--- config.mk ---
export PLATFORM = sky130hd
export DESIGN_NAME = l2_mem_bridge
export DESIGN_NICKNAME = d
export VERILOG_FILES = /design/src/rtl/l2_mem_bridge.sv
export SDC_FILE = /design/constraint.sdc
export NUM_CORES = 1
export LEC_CHECK = 0
export BUFFER_PORTS_ARGS = -buffer_cell sky130_fd_sc_hd__buf_2
export CAP_MARGIN = 5
export CORE_AREA = 2 2 181 183
export CTS_CLUSTER_SIZE = 40
export DETAILED_ROUTE_END_ITERATION = 8
export DIE_AREA = 0 0 183 185
export GPL_TIMING_DRIVEN = 0
export PLACE_DENSITY = 0.81
export SLEW_MARGIN = 30
export SYNTH_ARGS = -nofsm -noshare
export SYNTH_HDL_FRONTEND = slang
export SYNTH_SLANG_ARGS = --single-unit
--- constraint.sdc ---
create_clock -name clk -period 8.3 [get_ports clk]
set_input_delay 2.49 -clock clk [delete_from_list [all_inputs] [get_ports clk]]
set_output_delay 2.49 -clock clk [all_outputs]
set_load 0.02 [all_outputs]
--- src/rtl/l2_mem_bridge.sv ---
// Bridges full-line L2 memory requests onto a narrow external bus: one command
// followed by LINE_BITS/BEAT_BITS data beats, one line transaction at a time.
module l2_mem_bridge #(
   parameter int ADDR_WIDTH = 64,
   parameter int LINE_BITS  = 128,
   parameter int BEAT_BITS  = 32
) (
   input  logic                  clk,
   input  logic                  reset,
   input  logic                  mem_req_valid,
   input  logic [ADDR_WIDTH-1:0] mem_req_addr,
   input  logic [LINE_BITS-1:0]  mem_req_store_data,
   input  logic [3:0]            mem_req_opcode,
   output logic                  mem_rsp_valid,
   output logic [LINE_BITS-1:0]  mem_rsp_load_data,
   output logic                  bus_req_valid,
   input  logic                  bus_req_ready,
   output logic [ADDR_WIDTH-1:0] bus_req_addr,
   output logic                  bus_req_write,
   output logic                  bus_wdata_valid,
   input  logic                  bus_wdata_ready,
   output logic [BEAT_BITS-1:0]  bus_wdata,
   input  logic                  bus_wack,
   input  logic                  bus_rdata_valid,
   input  logic [BEAT_BITS-1:0]  bus_rdata,
   output logic                  busy,
   output logic                  err
);

   localparam int BEATS       = LINE_BITS / BEAT_BITS;
   localparam int CNT_W       = $clog2(BEATS);
   localparam int IDX_W       = $clog2(LINE_BITS);
   localparam int OFFSET_BITS = $clog2(LINE_BITS / 8);

   localparam logic [3:0]            OP_READ   = 4'd4;
   localparam logic [3:0]            OP_WRITE  = 4'd7;
   localparam logic [CNT_W-1:0]      LAST_BEAT = CNT_W'(BEATS - 1);
   localparam logic [ADDR_WIDTH-1:0] LINE_MASK =
      ~((ADDR_WIDTH'(1) << OFFSET_BITS) - ADDR_WIDTH'(1));

   typedef enum logic [2:0] {IDLE, CMD, WDATA, WACK, RDATA, RESP} state_t;

   state_t               state;
   logic [CNT_W-1:0]     beat_cnt;
   logic [CNT_W-1:0]     cnt_next;
   logic [IDX_W-1:0]     beat_base;
   logic [IDX_W-1:0]     next_base;
   logic [LINE_BITS-1:0] store_q;
   logic                 stray_beat;

   assign cnt_next  = beat_cnt + 1'b1;
   assign beat_base = IDX_W'(int'(beat_cnt) * BEAT_BITS);
   assign next_base = IDX_W'(int'(cnt_next) * BEAT_BITS);
   assign busy      = (state != IDLE);

   // Bus events the current state does not expect; they are dropped and flagged.
   assign stray_beat = (bus_rdata_valid && (state != RDATA)) ||
                       (bus_wack && (state != WACK));

   // NOTE: store_q is pure datapath and is always loaded in IDLE before any
   // beat is driven from it, so it carries no reset.
   always_ff @(posedge clk) begin
      if ((state == IDLE) && mem_req_valid) begin
         store_q <= mem_req_store_data;
      end
   end

   // NOTE: every flop here uses <= so all state updates see the pre-edge
   // values; the case default keeps an illegal encoding from locking up.
   always_ff @(posedge clk or posedge reset) begin
      if (reset) begin
         state             <= IDLE;
         beat_cnt          <= '0;
         bus_req_valid     <= 1'b0;
         bus_req_addr      <= '0;
         bus_req_write     <= 1'b0;
         bus_wdata_valid   <= 1'b0;
         bus_wdata         <= '0;
         mem_rsp_valid     <= 1'b0;
         mem_rsp_load_data <= '0;
         err               <= 1'b0;
      end else begin
         mem_rsp_valid <= 1'b0;

         case (state)
            IDLE: begin
               if (mem_req_valid) begin
                  bus_req_addr <= mem_req_addr & LINE_MASK;
                  beat_cnt     <= '0;
                  if ((mem_req_opcode == OP_READ) || (mem_req_opcode == OP_WRITE)) begin
                     bus_req_write <= (mem_req_opcode == OP_WRITE);
                     bus_req_valid <= 1'b1;
                     state         <= CMD;
                  end else begin
                     err               <= 1'b1;
                     mem_rsp_load_data <= '0;
                     mem_rsp_valid     <= 1'b1;
                     state             <= RESP;
                  end
               end
            end

            CMD: begin
               if (bus_req_ready) begin
                  bus_req_valid <= 1'b0;
                  if (bus_req_write) begin
                     bus_wdata_valid <= 1'b1;
                     bus_wdata       <= store_q[BEAT_BITS-1:0];
                     state           <= WDATA;
                  end else begin
                     state <= RDATA;
                  end
               end
            end

            WDATA: begin
               if (bus_wdata_ready) begin
                  if (beat_cnt == LAST_BEAT) begin
                     bus_wdata_valid <= 1'b0;
                     state           <= WACK;
                  end else begin
                     beat_cnt  <= cnt_next;
                     bus_wdata <= store_q[next_base +: BEAT_BITS];
                  end
               end
            end

            WACK: begin
               if (bus_wack) begin
                  mem_rsp_valid <= 1'b1;
                  state         <= RESP;
               end
            end

            RDATA: begin
               if (bus_rdata_valid) begin
                  mem_rsp_load_data[beat_base +: BEAT_BITS] <= bus_rdata;
                  beat_cnt <= cnt_next;
                  if (beat_cnt == LAST_BEAT) begin
                     mem_rsp_valid <= 1'b1;
                     state         <= RESP;
                  end
               end
            end

            RESP: begin
               state <= IDLE;
            end

            default: begin
               state <= IDLE;
            end
         endcase

         if (stray_beat) begin
            err <= 1'b1;
         end
      end
   end

endmodule

==> results.py, run 1 <==
metrics = {
    "sta": {
        "fmax_mhz": 240,
        "fin_hold_ws_ns": 0.468,
        "final.setup.tns_ns": 0,
        "worst-slew-pin-transition_ns": 0.839,
        "rsz0062_at_grt": "no",
        "min_period_ns": 4.17,
        "maxSlewViolCount": 0,
        "setup_viol": 0,
        "fin_crit_sh": 0.502,
        "slew_headroom": 0.437,
        "hold_violations": 0,
        "finalClockSkew_ns": 0.0110,
        "finalWorstSetupSlack_ns": 4.13,
    },
    "layout": {
        "layout_common_cells": "482 x buf_2, 230 x dfrtp_1, 128 x a22o_1, 128 x edfxtp_1, 93 x mux2_2",
        "area_growth_pct": 31.7,
        "stdcell_area_sq_mm": 0.0176,
        "n_fill_cell": 2578,
        "final-seq-area_sq_mm": 0.00960,
        "layout_commonest_cell": "buf_2",
        "drive_gt1_frac": 0.479,
        "multi_input_area_sq_mm": 0.00342,
        "nNetsFinal": 1610,
    },
    "place": {
        "hpwl_um": 26800,
        "place_area_sq_mm": 0.0164,
        "dp_worst_setup_slack_ns": 3.74,
        "gp_congestion": 0.848,
        "port_buffers": 456,
    },
    "global_routing": {
        "grt_pass1_wl_um": 56500,
        "overflow": 0,
        "grt_pass1_vias": 9908,
        "grt_max_degree": 75,
        "antenna_found_initial": 3,
        "track_usage": 0.215,
    },
    "die": {
        "rows": 66,
        "coreArea_sq_mm": 0.0320,
        "initial_core_util": 0.418,
        "die_w_um": 183,
        "dieArea_sq_mm": 0.0339,
        "die_height_um": 185,
        "ioPinCount": 465,
    },
    "synthesis": {
        "yosysWarnings": 0,
        "seq_area_frac_synth": 0.717,
        "synth_edf_count": 128,
        "synth_top_area_cell": "dfrtp_1",
        "synth_seq_cells": 358,
        "synth_cell_types": 44,
        "syn_area_sq_mm": 0.0134,
        "yosys_most_used_dff": "dfrtp_1",
        "synthCells": 860,
        "avgSynthCellArea_sq_um": 15.6,
        "synth_top_area_frac": 0.430,
        "async_reset_ff_frac": 0.642,
        "ys_top_cells_by_area": "dfrtp_1 43%, edfxtp_1 29%, a22o_1 8.4%",
    },
    "cts": {
        "clock_latency_ns": 0.52,
        "clockRootBuffer": "clkbuf_16",
        "clkTransAtPathRegs_ns": 0.06,
        "cts.sinks": 358,
        "postCtsSetupRepairBufs": 0,
        "cts_tree": "yes",
        "h-tree-depth": 2,
        "cts_resized": 0,
        "cts_hold_buf": 0,
        "numCtsBuffers": 38,
        "cts_buffer_depth": 3,
    },
    "route": {
        "vias": 9659,
        "ant_nets": 0,
        "drtIter0Drc": 549,
        "wl_per_cell_um": 20.8,
        "viasPerCell": 5.35,
        "drc": 0,
        "routed_wl_um": 37500,
        "drtPass1Iterations": 5,
    },
    "critical_path": {
        "cp-endpoint": "busy",
        "worstSetupPathType": "register to output port",
        "crit_chain": "buf_2, inv_1, nand2_1, buf_2",
        "cp-end-kind": "output port",
        "cp-start-kind": "register",
        "r2r_setup_slack_ns": 5.61,
        "crit-reg2reg-launch": "beat_cnt[0]",
        "cp.arrival_ns": 1.68,
        "cp_slowest_cell": "dfrtp_1",
        "required_ns": 5.81,
        "cpPeakStageDelay_ns": 0.47,
        "cpMostUsedCell": "buf_2",
        "worstSetupStartpoint": "state[2]",
        "reg2regPathDepth": 7,
        "path_max_fanout": 10,
        "worstReg2RegEnd": "bus_wdata[24]",
    },
    "run_status": {
        "status": "finished clean",
    },
    "power_and_ir_drop": {
        "ir_worst_vdd_v": 0.000226,
        "p_leak_nw": 8.43,
        "powerDensity_mw_per_mm2": 321,
    },
    "worst_hold_path": {
        "hp-start": "bus_wdata[29]",
        "min_path_type": "register to register",
        "holdPathStages": 2,
    },
    "run": {
        "max_cap_viol_count": 0,
    },
}
==> layer usage <==
layer / GRT usage / wire length, um
met5: 0 / 0
met2: 0.377 / 19300
met4: 0.0781 / 1140
met3: 0.0556 / 3020
met1: 0.255 / 14100
==> layout make-up <==
cell class,instances,share of cell area
flip-flops and latches,358,0.545
multi-input cells,438,0.194
repair buffers,466,0.143
clock buffers,52,0.0615
well taps,408,0.0290
plain buffers,63,0.0210
clock inverters,15,0.00554
inverters,4,0.00106
diodes,3,0.000426
==> cell families (layout without fill, tap and decap cells) <==
kind of cell             count (synthesis)  in the layout  synth area share
buffers and inverters                   67            600            0.0280
other                                    1              7          0.000280
multiplexers                            94             94            0.0790
XOR/XNOR                                 2              2           0.00131
AND/OR/NAND/NOR                        113            113            0.0402
AO/OA/AOI/OAI                          219            219             0.128
flip-flops                             358            358             0.717
adder cells (fa/ha/maj)                  6              6           0.00561
==> how the worst min path moves through the flow <==
stage,end
finish,bus_wdata[29]
global route,bus_wdata[2]
CTS,bus_wdata[29]
detailed placement,bus_wdata[29]
global placement,bus_wdata[5]
floorplan,bus_wdata[31]
==> worst max-delay path: cells and delay by family, from the launching register on <==
kind	cells	cell delay [ns]
buffers and inverters	3	0.60
AND/OR/NAND/NOR	1	0.08
flip-flops	1	0.47
==> sequential cells by signal, indices dropped and copies added (netlist names) <==
register           count
state                  3
bus_wdata             32
mem_rsp_valid          1
bus_req_write          1
mem_rsp_load_data    128
bus_req_valid          1
store_q              128
bus_req_addr          60
err                    1
beat_cnt               2
bus_wdata_valid        1
==> per-stage QoR <==
stage	util	total power [mW]	instances
after CTS	0.550	5.71	1804
after floorplan	-	3.47	863
final	0.550	5.66	1807
after global routing	0.550	5.93	1807
after global placement	0.505	4.01	1727
after detailed placement	0.513	4.09	1737
==> cell usage after synthesis (all sizes together) (2+ instances only) <==
master  count
o31ai      32
edfxtp    128
a31oi       2
nand4       2
nor2       38
buf        44
a22o      128
xnor2       2
and3        5
a21oi      13
o21ai       8
nor2b       6
nor3        4
nand2      42
nor3b       3
inv         4
dfrtp     230
and4        2
clkbuf     19
mux2       93
ha          6
o22ai      33
nand3       3
==> report_power, final <==
part           internal (mW)  leakage, nW  total, mW  switching, mW
Combinational          0.648         3.62       1.64          0.994
Clock                  0.918        0.590       1.60          0.685
Sequential              2.24         4.23       2.42          0.176
Total                   3.81         8.43       5.66           1.86
Note: power is estimated with default switching activity, not from simulation.
==> run 2: changes to the inputs <==
==> constraint.sdc (replaced) <==
create_clock -name clk -period 3.6 [get_ports clk]
set_input_delay 1.08 -clock clk [delete_from_list [all_inputs] [get_ports clk]]
set_output_delay 1.08 -clock clk [all_outputs]
set_load 0.02 [all_outputs]
==> results.py, run 2 (synthesis gave the netlist of run 1 again) <==
metrics = {
    "cts": {
        "clkTransAtPathRegs_ns": 0.06,
        "cts_resized": 0,
        "cts_buffer_depth": 3,
        "cts.sinks": 358,
        "h-tree-depth": 2,
        "clockRootBuffer": "clkbuf_16",
        "cts_tree": "yes",
        "postCtsSetupRepairBufs": 0,
        "numCtsBuffers": 38,
        "cts_hold_buf": 0,
        "clock_latency_ns": 0.52,
    },
    "place": {
        "port_buffers": 456,
        "hpwl_um": 27000,
        "place_area_sq_mm": 0.0164,
        "dp.cells": 1736,
        "gp_congestion": 0.818,
        "dp_worst_setup_slack_ns": 0.528,
    },
    "layout": {
        "instances_no_fill": 1808,
        "reg_top3": "mem_rsp_load_data: 128 flops, store_q: 128 flops, bus_req_addr: 60 flops",
        "layout_common_cells": "482 x buf_2, 230 x dfrtp_1, 128 x a22o_1, 128 x edfxtp_1, 93 x mux2_2",
        "n_fill_cell": 2584,
        "drive_gt1_frac": 0.478,
        "layout_commonest_cell": "buf_2",
        "nNetsFinal": 1609,
        "area_growth_pct": 32.2,
        "stdcell_area_sq_mm": 0.0177,
    },
    "die": {
        "rows": 66,
        "coreArea_sq_mm": 0.0320,
        "initial_core_util": 0.418,
        "dieArea_sq_mm": 0.0339,
        "die_w_um": 183,
        "ioPinCount": 465,
        "die_height_um": 185,
    },
    "route": {
        "routed_wl_um": 36800,
        "drtPass1Iterations": 5,
        "viasPerCell": 5.28,
        "ant_nets": 0,
        "vias": 9538,
        "drc": 0,
        "drtIter0Drc": 423,
        "wl_per_cell_um": 20.3,
    },
    "sta": {
        "setup_viol": 0,
        "maxSlewViolCount": 0,
        "rsz0062_at_grt": "no",
        "fin_hold_ws_ns": 0.471,
        "fin_crit_sh": 0.796,
        "min_period_ns": 2.86,
        "finalClockSkew_ns": 0.00882,
        "slew_headroom": 0.521,
        "hold_violations": 0,
        "fmax_mhz": 349,
        "finalWorstSetupSlack_ns": 0.735,
        "worst-slew-pin-transition_ns": 0.714,
    },
    "power_and_ir_drop": {
        "powerDensity_mw_per_mm2": 755,
        "p_leak_nw": 8.46,
        "ir_worst_vdd_v": 0.000484,
        "power.total_mw": 13.4,
    },
    "critical_path": {
        "required_ns": 2.52,
        "cp.arrival_ns": 1.78,
        "cp-start-kind": "register",
        "cp-end-kind": "output port",
        "path_max_fanout": 10,
        "worstSetupPathType": "register to output port",
        "reg2regPathDepth": 7,
    },
    "run_status": {
        "status": "finished clean",
    },
    "worst_hold_path": {
        "min_path_type": "register to register",
        "holdPathStages": 2,
    },
    "global_routing": {
        "overflow": 0,
        "grt_pass1_wl_um": 55400,
        "grt_pass1_vias": 9762,
        "antenna_found_initial": 4,
        "grt_max_degree": 70,
        "track_usage": 0.210,
    },
    "run": {
        "max_cap_viol_count": 0,
    },
}
## run 2: path summary, 6_finish.rpt
kind                               from                    end  slack [ns]
max                            state[2]                   busy        0.74
min                        bus_wdata[1]           bus_wdata[1]        0.47
max reg2reg                 beat_cnt[0]          bus_wdata[23]        1.06
min reg2reg                bus_wdata[1]           bus_wdata[1]        0.47
max in group asynchronous         reset          bus_wdata[28]        2.11
min in group asynchronous         reset  mem_rsp_load_data[68]        0.57
## run 2: critical path: stages, from the launching register on
cell     delay [ns]
dfrtp_1        0.48
buf_2          0.27
inv_1          0.17
nand2_1        0.14
buf_2          0.19
## run 2: power by group
group          internal [mW]  switching [mW]  total (mW)
registers               5.16           0.419        5.58
clock network           2.42            1.59        4.01
logic                   1.49            2.27        3.76
## run 2: stage by stage
stage / TNS (ns) / util
global placement: -410.56 / 0.505
finish: 0 / 0.552
detailed placement: 0 / 0.512
floorplan: -112.23 / -
global route: 0 / 0.552
CTS: 0 / 0.552
## run 2: area by class of cell
type | count | area (sq um) | area share
sequential | 358 | 9600 | 0.543
multi-input combinational | 438 | 3420 | 0.193
timing repair buffer | 465 | 2480 | 0.140
clock buffer | 50 | 1050 | 0.0591
tap | 408 | 510 | 0.0289
buffer | 63 | 370 | 0.0209
clock inverter | 18 | 239 | 0.0135
inverter | 4 | 18.8 | 0.00106
antenna | 4 | 10.0 | 0.000566
## run 2: metal layers
layer / vias to the layer above / share of wire / global-route usage
li1: 4288 / - / -
met1: 4713 / 0.39 / 0.258
met2: 463 / 0.51 / 0.367
met3: 74 / 0.076 / 0.0494
met4: 0 / 0.028 / 0.0707
met5: - / 0 / 0
==> run 3: changes to the inputs <==
--- a/config.mk
+++ b/config.mk
@@ -7,12 +7,12 @@
 export LEC_CHECK = 0
 export BUFFER_PORTS_ARGS = -buffer_cell sky130_fd_sc_hd__buf_2
 export CAP_MARGIN = 5
-export CORE_AREA = 2 2 181 183
+export CORE_AREA = 2 2 182 184
 export CTS_CLUSTER_SIZE = 40
 export DETAILED_ROUTE_END_ITERATION = 8
-export DIE_AREA = 0 0 183 185
+export DIE_AREA = 0 0 184 186
 export GPL_TIMING_DRIVEN = 0
-export PLACE_DENSITY = 0.81
+export PLACE_DENSITY = 0.77
 export SLEW_MARGIN = 30
 export SYNTH_ARGS = -nofsm -noshare
 export SYNTH_HDL_FRONTEND = slang
==> constraint.sdc (replaced) <==
create_clock -name clk -period 2.98 [get_ports clk]
set_input_delay 0.894 -clock clk [delete_from_list [all_inputs] [get_ports clk]]
set_output_delay 0.894 -clock clk [all_outputs]
set_load 0.02 [all_outputs]
==> results.py, run 3 (synthesis gave the netlist of run 1 again) <==
metrics = {
    "route": {
        "wl_per_cell_um": 20.3,
        "vias": 9631,
        "drtIter0Drc": 396,
        "drtPass1Iterations": 4,
        "viasPerCell": 5.34,
        "routed_wl_um": 36600,
        "drc": 0,
        "ant_nets": 0,
    },
    "sta": {
        "worst-slew-pin-transition_ns": 0.754,
        "finalWorstSetupSlack_ns": 0.314,
        "min_period_ns": 2.67,
        "rsz0062_at_grt": "no",
        "fin_crit_sh": 0.895,
        "fmax_mhz": 375,
        "finalClockSkew_ns": 0.0195,
        "maxSlewViolCount": 0,
        "slew_headroom": 0.494,
        "setup_viol": 0,
        "hold_violations": 0,
        "fin_hold_ws_ns": 0.371,
    },
    "place": {
        "hpwl_um": 26800,
        "dp_worst_setup_slack_ns": 0.0504,
        "gp_congestion": 0.806,
        "port_buffers": 456,
    },
    "layout": {
        "area_growth_pct": 30.9,
        "drive_gt1_frac": 0.477,
        "multi_input_area_sq_mm": 0.00342,
        "nNetsFinal": 1608,
        "layout_common_cells": "482 x buf_2, 230 x dfrtp_1, 128 x a22o_1, 128 x edfxtp_1, 93 x mux2_2",
        "layout_commonest_cell": "buf_2",
        "n_fill_cell": 2609,
        "final-seq-area_sq_mm": 0.00960,
        "reg_top3": "mem_rsp_load_data: 128 flops, store_q: 128 flops, bus_req_addr: 60 flops",
    },
    "critical_path": {
        "cp-start-kind": "register",
        "cp-end-kind": "output port",
        "worstReg2RegEnd": "bus_wdata[24]",
        "path_max_fanout": 10,
        "cp-endpoint": "busy",
        "crit-reg2reg-launch": "beat_cnt[0]",
        "worstSetupStartpoint": "state[2]",
        "reg2regPathDepth": 7,
        "r2r_setup_slack_ns": 0.50,
        "cp.arrival_ns": 1.77,
        "worstSetupPathType": "register to output port",
        "required_ns": 2.09,
    },
    "cts": {
        "cts_resized": 0,
        "postCtsSetupRepairBufs": 0,
        "numCtsBuffers": 37,
        "clockRootBuffer": "clkbuf_16",
        "clkTransAtPathRegs_ns": 0.06,
        "cts_hold_buf": 0,
        "h-tree-depth": 2,
        "clock_latency_ns": 0.51,
        "cts.sinks": 358,
        "cts_tree": "yes",
        "cts_buffer_depth": 3,
    },
    "global_routing": {
        "grt_pass1_wl_um": 55200,
        "grt_max_degree": 74,
        "grt_pass1_vias": 9755,
        "track_usage": 0.209,
        "antenna_found_initial": 1,
        "overflow": 0,
    },
    "run": {
        "max_cap_viol_count": 0,
    },
    "power_and_ir_drop": {
        "ir_worst_vdd_v": 0.000587,
        "p_seq_frac": 0.433,
        "switching_share": 0.327,
        "p_int_mw": 10.5,
        "power_frac_clock": 0.275,
        "pwr-share-comb": 0.292,
        "powerDensity_mw_per_mm2": 889,
        "p_leak_nw": 8.38,
        "p_sw_mw": 5.09,
    },
    "die": {
        "die_height_um": 186,
        "ioPinCount": 465,
        "die_w_um": 184,
        "dieArea_sq_mm": 0.0342,
        "rows": 66,
        "initial_core_util": 0.416,
        "coreArea_sq_mm": 0.0322,
    },
    "worst_hold_path": {
        "min_path_type": "input port to async pin",
    },
    "run_status": {
        "status": "finished clean",
    },
}
-- run 3: cell count changes in the layout (fill, tap and decap cells not counted) --
cell and change:
clkinv_4 +1, inv_8 -1, clkinvlp_4 +1, clkinv_2 +4, clkbuf_1 +1, buf_16 -1
clkbuf_16 -1, clkbuf_8 +1, clkinv_1 -1, bufinv_16 -5, buf_12 +1, clkinv_8 -1
inv_6 -1, diode_2 -3
-- run 3: worst max-delay path, stage by stage (launching register included) --
cell and delay, ns:
dfrtp_1 0.47, buf_2 0.27, inv_1 0.17, nand2_1 0.15, buf_2 0.20
-- run 3: power groups by stage --
| stage | Sequential (mW) | Clock, mW | Combinational [mW] |
|---|---|---|---|
| final | 6.74 | 4.28 | 4.55 |
| after floorplan | 7.60 | 0 | 2.07 |
| after detailed placement | 6.80 | 0 | 4.59 |
| after global routing | 6.85 | 4.56 | 4.92 |
| after CTS | 6.73 | 4.38 | 4.61 |
| after global placement | 6.77 | 0 | 4.42 |
-- run 3: metrics by stage --
step                       util  instance area (sq um)  cells  power, mW  setup TNS (ns)
after floorplan               -                  13400    863       9.66         -212.05
after global placement    0.503                  16200   1727       11.2         -533.95
after detailed placement  0.509                  16400   1736       11.4               0
after CTS                 0.544                  17500   1802       15.7               0
after global routing      0.544                  17500   1803       16.3               0
final                     0.544                  17500   1803       15.6               0
-- run 3: cell type report --
cell class	count	share of cell area
flip-flops and latches	358	0.548
inverters	4	0.00107
diodes	1	0.000143
clock buffers	51	0.0593
clock inverters	15	0.00486
repair buffers	465	0.141
well taps	408	0.0291
plain buffers	63	0.0211
multi-input cells	438	0.195
-- run 3: layer usage --
metal  global-route usage  vias to the layer above  wire [um]
li1                     -                     4279          -
met1                0.262                     4777      14400
met2                0.353                      495      18100
met3               0.0503                       80       3000
met4               0.0778                        0       1160
met5                    0                        -          0
-- run 3: worst min path at each step --
stage                     slack, ns                     to
after global routing           0.38  mem_rsp_load_data[70]
after global placement         0.46          bus_wdata[30]
final                          0.37  mem_rsp_load_data[70]
after detailed placement       0.46                    err
after floorplan                0.55          bus_wdata[31]
after CTS                      0.35  mem_rsp_load_data[70]
